File: src/rtl/bcd_decoder_if.sv
// rtl/bcd_decoder_if.sv - start/done handshake and digit/result bundle for bcd_decoder
interface bcd_decoder_if #(
  parameter int L = 7
);
  // Request side: conversion strobe and the four BCD digits.
  logic         start;
  logic [3:0]   inThousand;
  logic [3:0]   inHundred;
  logic [3:0]   inTen;
  logic [3:0]   inOne;

  // Result side: status and the converted value with its flags.
  logic         busy;
  logic         done;
  logic [L:0]   value;
  logic         badDigit;
  logic         overflow;

  // Digit-entry logic drives requests and observes results.
  modport master (
    output start,
    output inThousand,
    output inHundred,
    output inTen,
    output inOne,
    input  busy,
    input  done,
    input  value,
    input  badDigit,
    input  overflow
  );

  // The converter consumes requests and produces results.
  modport slave (
    input  start,
    input  inThousand,
    input  inHundred,
    input  inTen,
    input  inOne,
    output busy,
    output done,
    output value,
    output badDigit,
    output overflow
  );
endinterface

File: src/rtl/bcd_decoder.sv
// rtl/bcd_decoder.sv - four-digit BCD to binary converter, one digit per clock
module bcd_decoder #(
  // Result width is L+1 bits; meaningful for L in 3..13 so the 15-bit
  // accumulator always holds the largest possible four-digit value.
  parameter int L = 7
) (
  input  logic         clk,
  input  logic         rst,
  bcd_decoder_if.slave bus
);

  localparam int W = L + 1;

  typedef enum logic [1:0] {
    IDLE  = 2'd0,
    ACCUM = 2'd1,
    DONE  = 2'd2
  } state_t;

  state_t      state_q, state_d;

  // Captured digits, so the inputs may change once a conversion starts.
  logic [3:0]  thou_q, thou_d;
  logic [3:0]  hund_q, hund_d;
  logic [3:0]  ten_q,  ten_d;
  logic [3:0]  one_q,  one_d;

  // 15 bits is enough for 15*1000+15*100+15*10+15 = 16665, so even
  // illegal digits never wrap before the range check.
  logic [14:0] acc_q, acc_d;
  logic [1:0]  idx_q, idx_d;

  // Results hold from one done to the next.
  logic [L:0]  value_q, value_d;
  logic        bad_q,   bad_d;
  logic        ovf_q,   ovf_d;

  // Datapath helpers.
  logic [3:0]  digit;
  logic [14:0] acc_mac;
  logic        bad_any;
  logic        ovf_any;

  // Select the digit for the current step, thousands first.
  always_comb begin
    digit = one_q;
    unique case (idx_q)
      2'd0:    digit = thou_q;
      2'd1:    digit = hund_q;
      2'd2:    digit = ten_q;
      default: digit = one_q;
    endcase
  end

  // Multiply-by-ten as two shifts plus an add; the digit range and
  // overflow checks look at the value about to be latched.
  always_comb begin
    acc_mac = (acc_q << 3) + (acc_q << 1) + {11'd0, digit};
    bad_any = (thou_q > 4'd9) | (hund_q > 4'd9) |
              (ten_q  > 4'd9) | (one_q  > 4'd9);
    ovf_any = (acc_mac >> W) != 15'd0;
  end

  // Next-state and register-update logic for the three-state sequencer.
  always_comb begin
    state_d = state_q;
    thou_d  = thou_q;
    hund_d  = hund_q;
    ten_d   = ten_q;
    one_d   = one_q;
    acc_d   = acc_q;
    idx_d   = idx_q;
    value_d = value_q;
    bad_d   = bad_q;
    ovf_d   = ovf_q;

    unique case (state_q)
      IDLE, DONE: begin
        // DONE accepts a new request just like IDLE, giving one
        // conversion every five cycles when start stays high.
        if (bus.start) begin
          thou_d  = bus.inThousand;
          hund_d  = bus.inHundred;
          ten_d   = bus.inTen;
          one_d   = bus.inOne;
          acc_d   = 15'd0;
          idx_d   = 2'd0;
          state_d = ACCUM;
        end else begin
          state_d = IDLE;
        end
      end

      ACCUM: begin
        // start is deliberately not looked at here.
        acc_d = acc_mac;
        idx_d = idx_q + 2'd1;
        if (idx_q == 2'd3) begin
          state_d = DONE;
          if (bad_any) begin
            // An illegal digit outranks overflow.
            value_d = '0;
            bad_d   = 1'b1;
            ovf_d   = 1'b0;
          end else if (ovf_any) begin
            value_d = '1;
            bad_d   = 1'b0;
            ovf_d   = 1'b1;
          end else begin
            value_d = acc_mac[L:0];
            bad_d   = 1'b0;
            ovf_d   = 1'b0;
          end
        end
      end

      default: begin
        state_d = IDLE;
      end
    endcase
  end

  // State and datapath registers; reset aborts any conversion and clears results.
  always_ff @(posedge clk or posedge rst) begin
    if (rst) begin
      state_q <= IDLE;
      thou_q  <= 4'd0;
      hund_q  <= 4'd0;
      ten_q   <= 4'd0;
      one_q   <= 4'd0;
      acc_q   <= 15'd0;
      idx_q   <= 2'd0;
      value_q <= '0;
      bad_q   <= 1'b0;
      ovf_q   <= 1'b0;
    end else begin
      state_q <= state_d;
      thou_q  <= thou_d;
      hund_q  <= hund_d;
      ten_q   <= ten_d;
      one_q   <= one_d;
      acc_q   <= acc_d;
      idx_q   <= idx_d;
      value_q <= value_d;
      bad_q   <= bad_d;
      ovf_q   <= ovf_d;
    end
  end

  // Status decodes straight from the state register, so busy and done
  // are mutually exclusive and free of input-to-output paths.
  assign bus.busy     = (state_q == ACCUM);
  assign bus.done     = (state_q == DONE);
  assign bus.value    = value_q;
  assign bus.badDigit = bad_q;
  assign bus.overflow = ovf_q;

endmodule

File: src/flat_wrapper.sv
// flat-port wrapper written by rule: the top's interface ports become plain ports
module bcd_decoder_flat 
#(
                                                                      
                                                                    
  parameter int L = 7
)
  (clk, rst, bus_start, bus_inThousand, bus_inHundred, bus_inTen, bus_inOne, bus_busy, bus_done, bus_value, bus_badDigit, bus_overflow);
  bcd_decoder_if #(.L(L)) bus_i ();
  input  logic clk;
  input  logic rst;
  input wire logic [$bits(bus_i.start)-1:0] bus_start;
  input wire logic [$bits(bus_i.inThousand)-1:0] bus_inThousand;
  input wire logic [$bits(bus_i.inHundred)-1:0] bus_inHundred;
  input wire logic [$bits(bus_i.inTen)-1:0] bus_inTen;
  input wire logic [$bits(bus_i.inOne)-1:0] bus_inOne;
  output wire logic [$bits(bus_i.busy)-1:0] bus_busy;
  output wire logic [$bits(bus_i.done)-1:0] bus_done;
  output wire logic [$bits(bus_i.value)-1:0] bus_value;
  output wire logic [$bits(bus_i.badDigit)-1:0] bus_badDigit;
  output wire logic [$bits(bus_i.overflow)-1:0] bus_overflow;
  assign bus_i.start = bus_start;
  assign bus_i.inThousand = bus_inThousand;
  assign bus_i.inHundred = bus_inHundred;
  assign bus_i.inTen = bus_inTen;
  assign bus_i.inOne = bus_inOne;
  assign bus_busy = bus_i.busy;
  assign bus_done = bus_i.done;
  assign bus_value = bus_i.value;
  assign bus_badDigit = bus_i.badDigit;
  assign bus_overflow = bus_i.overflow;
  bcd_decoder #(.L(L)) u_core (.clk(clk), .rst(rst), .bus(bus_i));
endmodule
File: config.mk
export PLATFORM = sky130hd
export DESIGN_NAME = bcd_decoder_flat
export DESIGN_NICKNAME = d
export VERILOG_FILES = /design/src/rtl/bcd_decoder_if.sv /design/src/rtl/bcd_decoder.sv /design/src/flat_wrapper.sv
export SDC_FILE = /design/constraint.sdc
export NUM_CORES = 1
export LEC_CHECK = 0
export BUFFER_PORTS_ARGS = -buffer_cell sky130_fd_sc_hd__buf_2
export CAP_MARGIN = 5
export CELL_PAD_IN_SITES_DETAIL_PLACEMENT = 1
export CELL_PAD_IN_SITES_GLOBAL_PLACEMENT = 2
export CORE_MARGIN = 2
export CORE_UTILIZATION = 38
export CTS_BUF_LIST = sky130_fd_sc_hd__clkbuf_16
export DETAILED_ROUTE_END_ITERATION = 10
export HOLD_SLACK_MARGIN = 0.08
export PLACE_DENSITY_LB_ADDON = 0.1
export SLEW_MARGIN = 20
export SYNTH_ARGS = -nofsm -noshare
export SYNTH_HDL_FRONTEND = slang
export SYNTH_SLANG_ARGS = --single-unit
export TNS_END_PERCENT = 1
File: constraint.sdc
create_clock -name clk -period 4.7 [get_ports clk]
set_input_delay 0.94 -clock clk [delete_from_list [all_inputs] [get_ports clk]]
set_output_delay 0.94 -clock clk [all_outputs]
set_load 0.02 [all_outputs]
* After elaboration in Yosys (flattened, before gate mapping)
Index checks and enable logic that the tools add are counted.
** Storage, ports and cells
- Bits of input ports :: 19
- Bits in writable memories :: 0
- Latch bits :: 0
- Output and inout port bits :: 12
- Memories kept :: 0
- Register bits :: 44
- Memory bits (read-only) :: 0
- Word-level logic and storage cells :: 48
** Cells by class
- Shift-type cells :: 0
- $mul :: 0
- Multiplexer cells :: 13
- Add/subtract/negate cells :: 3
- Reductions and logical operators :: 8
- Order comparisons :: 4
- Equal/unequal tests :: 7
- Bitwise operators :: 3
- Div/mod/pow operators :: 0
** Operators with widths (count)
- 14-bit one-hot mux with 2 select lines :: 1
- 4-bit > comparator, second input constant :: 4
- 8-bit two-way mux :: 2
- 15-bit adder :: 1
- 15-bit by 4-bit adder with 15-bit output :: 1
- 15-bit nonzero test :: 1
- 14-bit two-way mux :: 1
- 4-bit one-hot mux with 3 select lines :: 1
- 2-bit one-hot mux with 2 select lines :: 2
- 2-bit equality test, second input constant :: 3
- 2-bit AND reduction :: 3
- 2-bit by 1-bit equality test with 1-bit output, second input constant :: 2
- 2-bit logical NOT :: 2
- 1-bit two-way mux :: 4
- 2-bit two-way mux :: 2
- 1-bit bitwise OR :: 3
- 2-bit by 1-bit adder with 2-bit output, second input constant :: 1
- 2-bit by 1-bit inequality test with 1-bit output, second input constant :: 1
- 2-bit inequality test, second input constant :: 1
- 2-bit nonzero test :: 1
- 2-bit OR reduction :: 1

* Depth between registers and ports, before layout
- Depth in word-level cells :: 6
- Mapped depth :: 15
- Depth with buffers taken out :: 15

* Least setup slack after synthesis
No wires, ideal clock.
- Kind :: register -> register
- Start point :: register u_core.idx_q[0]
- End point :: register u_core.ovf_q, in the netlist u_core.bus.overflow
- Arrival :: 3335 ps
- Library setup time :: 136 ps
- Data required time :: 4564 ps
- Clock period less this slack :: 3471 ps
- Setup slack :: 1229 ps
- Path buffers :: 0
- Cell stages (with the launch flop) :: 16
- Path through :: dfrtp_1 > inv_1 > ha_1 > a222oi_1 > nand2_1 > o21ai_0 > fa_1 > inv_1 > ha_1 > a21o_1 > a2111oi_4 > nor3b_1 > nor3_1 > o22ai_1 > nor4_4 > o21ai_0
** Between the ends
- Longest elaborated chain between the ends :: 6
- Elaborated cells between the ends (all ways) :: 10
- Those cells by class :: 1 x add/sub; 3 x eq/ne; 3 x mux; 3 x reduce/logical
** RTL lines
- start: declaration :: line bcd_decoder.sv:31 : logic [1:0] idx_q, idx_d;
- start signal: assignment :: line bcd_decoder.sv:143 : idx_q <= idx_d;
- 2-bit equality test, or another cell as far along :: line bcd_decoder.sv:47 : unique case (idx_q)
- 4-bit one-hot mux with 3 select lines :: line bcd_decoder.sv:47
- 15-bit by 4-bit adder with 15-bit output :: line bcd_decoder.sv:58 : acc_mac = (acc_q << 3) + (acc_q << 1) + {11'd0, digit};
- 15-bit nonzero test :: line bcd_decoder.sv:61 : ovf_any = (acc_mac >> W) != 15'd0;
- 1-bit two-way mux :: line bcd_decoder.sv:105 : end else if (ovf_any) begin
- 1-bit two-way mux :: line bcd_decoder.sv:100 : if (bad_any) begin
- end signal: assignment :: line bcd_decoder.sv:146 : ovf_q <= ovf_d;
- end: declaration :: line bcd_decoder.sv:36 : logic ovf_q, ovf_d;
Parallel ways exist; a longest one is shown, timed or not.
A chain may end at the register's enable or synchronous reset.

* Worst setup path in the final report
Ends and elaborated chain as after synthesis.

==> results.sh <==
export IMPL_status="completed"
export IMPL_grt_max_degree=45
export IMPL_synth_largest_area_cell="dfrtp_1"
export IMPL_r2r_start="u_core.idx_q[0]"
export IMPL_arrival_ns=4.29
export IMPL_finalWirelength_um=6600
export IMPL_yosysSeqAreaShare=0.412
export IMPL_rsz0062_at_grt="no"
export IMPL_wire_per_inst_um=17.4
export IMPL_synth_top_family_by_area="compound AO/OA/AOI/OAI gates"
export IMPL_critPathLaunch="u_core.idx_q[0]"
export IMPL_first_global_vias=2085
export IMPL_drt_antenna_violating_nets=0
export IMPL_synthCells=251
export IMPL_hp_start="u_core.bus.badDigit"
export IMPL_clockBufferDepth=2
export IMPL_die_w_um=87.9
export IMPL_grt_remaining_overflow=0
export IMPL_grt_pass1_wl_um=10800
export IMPL_yosys_cell_types_count=44
export IMPL_yosysWarnings=0
export IMPL_coreArea_um2=6790
export IMPL_synth_simple_area_share=0.0992
export IMPL_syn_num_nets=300
export IMPL_synth_edff_count=0
export IMPL_fillers=782
export IMPL_antenna_cells=0
export IMPL_hold_buffers=0
export IMPL_async_flop_share=1.00
export IMPL_antenna_found_initial=0
export IMPL_drc=0
export IMPL_hpwl_um=5000
export IMPL_cts_resized_gates=0
export IMPL_cts_tree="done"
export IMPL_synth_adder_area_share=0.146
export IMPL_dieHeight_um=87.9
export IMPL_synth_seq_cells=44
export IMPL_synth_top_area_share=0.412
export IMPL_crit_type="flip-flop to flip-flop"
export IMPL_maxCapViolCount=0
export IMPL_root_buffer="clkbuf_16"
export IMPL_clkSinkCount=44
export IMPL_cp_end_kind="flip-flop"
export IMPL_setup_violations=0
export IMPL_drt_iter0_markers=66
export IMPL_maxSlewViolCount=0
export IMPL_min_path_type="flip-flop to flip-flop"
export IMPL_dr_pass1_iters=4
export IMPL_max_freq_mhz=241
export IMPL_synthTopCellsByArea="dfrtp_1 (41%), ha_1 (13%), mux2_2 (6.7%)"
export IMPL_finalSetupTns_ns=0
export IMPL_cts_buffers=5
export IMPL_gp_congestion=0.835
export IMPL_syn2layout_area_growth_pct=15.9
export IMPL_crit_path_start_kind="flip-flop"
export IMPL_h_tree_depth=2
export IMPL_post_cts_buffers=0
export IMPL_cp_max_fo=9
export IMPL_period_needed_ns=4.15
export IMPL_synth_top_flop_cell="dfrtp_1"
export IMPL_initial_core_util=0.394
export IMPL_final_net_count=332
export IMPL_die_area_um2=7720
export IMPL_io_pins=31
export IMPL_clock_skew_final_ns=0.00630
export IMPL_grt_usage=0.186
export IMPL_synth_xor_xnor_area_share=0.0262
export IMPL_syn_avg_cell_area_um2=10.7
export IMPL_route_vias_total=2036
export IMPL_routed_via_density=5.36
export IMPL_slew_headroom=0.453
export IMPL_fin_crit_sh=0.882
export IMPL_synth_compound_area_frac=0.219
export IMPL_clk_latency_ns=0.29
export IMPL_synth_area_um2=2670
export IMPL_synthMuxAreaShare=0.0674
export IMPL_final_hold_viol_count=0
export IMPL_worstMarginPinSlew_ns=0.814
export IMPL_layout_drive_gt1_share=0.225
export IMPL_std_cell_rows=30
export IMPL_crit_required_ns=4.85
export IMPL_port_buffers=30
export IMPL_path_clk_slew_ns=0.06
## flip-flops by register name, indices dropped and copies added (netlist names)
register	flops
u_core.bus.overflow	1
u_core.ten_q	4
u_core.one_q	4
u_core.acc_q	14
u_core.hund_q	4
u_core.bus.value	8
u_core.state_q	2
u_core.thou_q	4
u_core.idx_q	2
u_core.bus.badDigit	1
## layout make-up
cell class	instances	area, um2	area share
multi-input combinational	185	1490	0.482
clock buffer	5	125	0.0404
tap	96	120	0.0388
clock inverter	3	38.8	0.0125
sequential	44	1100	0.355
timing repair buffer	32	165	0.0533
inverter	15	56.3	0.0182
## through the flow
step	worst slack, ns	cell area [um2]	std cells	hold slack, ns	util
after floorplan	1.23	2670	251	0.453	-
after global routing	0.201	3100	380	0.506	0.456
after global placement	0.676	2930	372	0.468	0.432
final	0.555	3100	380	0.486	0.456
after detailed placement	0.552	2940	372	0.476	0.432
after CTS	0.511	3100	380	0.491	0.456
## worst paths after layout
kind                                        to  slack (ns)  cells past startpoint
max in group asynchronous      u_core.acc_q[9]        3.52                      3
min in group asynchronous  u_core.bus.badDigit        0.79                      3
max                        u_core.bus.overflow        0.55                     15
min reg2reg                u_core.bus.badDigit        0.49                      1
max reg2reg                u_core.bus.overflow        0.55                     15
min                        u_core.bus.badDigit        0.49                      1
## critical path: stages, from the launching register on
cell	delay, ns
dfrtp_1	0.42
inv_1	0.10
ha_1	0.25
a222oi_1	0.39
nand2_1	0.09
o21ai_0	0.10
fa_1	0.49
inv_1	0.09
ha_1	0.23
a21o_1	0.22
a2111oi_4	0.44
nor3b_1	0.14
nor3_1	0.24
o22ai_1	0.16
nor4_4	0.50
o21ai_0	0.15
## placed cells by master, fill, tap and decap left out, types with 2 or more instances in the layout
cell type and count:
nor3_1 4, o31ai_1 2, or3_1 2, mux2_2 16, o21a_1 5, nor2_1 10, clkinv_1 2, a22oi_1 7
o211ai_1 3, nor2b_1 3, xnor2_1 7, dfrtp_1 44, or2_2 2, buf_2 30, a222oi_1 4, a22o_1 9
ha_1 28, nand2_1 15, a21oi_1 12, fa_1 2, and2_1 3, clkbuf_16 5, inv_1 14, and3_1 4
o21ai_0 22, buf_4 2, o2111ai_1 3, a21o_1 4
## cells by family after synthesis
group                      after synthesis
and+or+nand+nor                         50
muxes                                   16
adders and majority gates               30
AOI/OAI and AO/OA                       81
buffers and inverters                   22
xor gates and xnor gates                 8
DFF                                     44
## cells in the mapped netlist, types with 2 or more instances
cell type and instances:
a21o_1 4, a21oi_1 12, a222oi_1 4, a22o_1 9, a22oi_1 7, and2_1 3
and3_1 4, buf_1 2, clkbuf_1 5, dfrtp_1 44, fa_1 2, ha_1 28
inv_1 14, mux2_2 16, nand2_1 15, nor2_1 11, nor2b_1 3, nor3_1 4
o2111ai_1 3, o211ai_1 3, o21a_1 5, o21ai_0 22, o31ai_1 2, or2_2 2
or3_1 2, xnor2_1 7
## routing by layer
| layer | wire length, um | vias up | global-route usage | part of all wire |
|---|---|---|---|---|
| met4 | 81 | 0 | 0.0545 | 0.012 |
| li1 | - | 998 | - | - |
| met2 | 2980 | 35 | 0.289 | 0.45 |
| met3 | 205 | 6 | 0.0339 | 0.031 |
| met1 | 3330 | 997 | 0.266 | 0.50 |
| met5 | 0 | - | 0 | 0 |
Power is left out: the tool's default activity adds up to more than one toggle a clock period on the data nets, which glitch-free logic cannot reach.
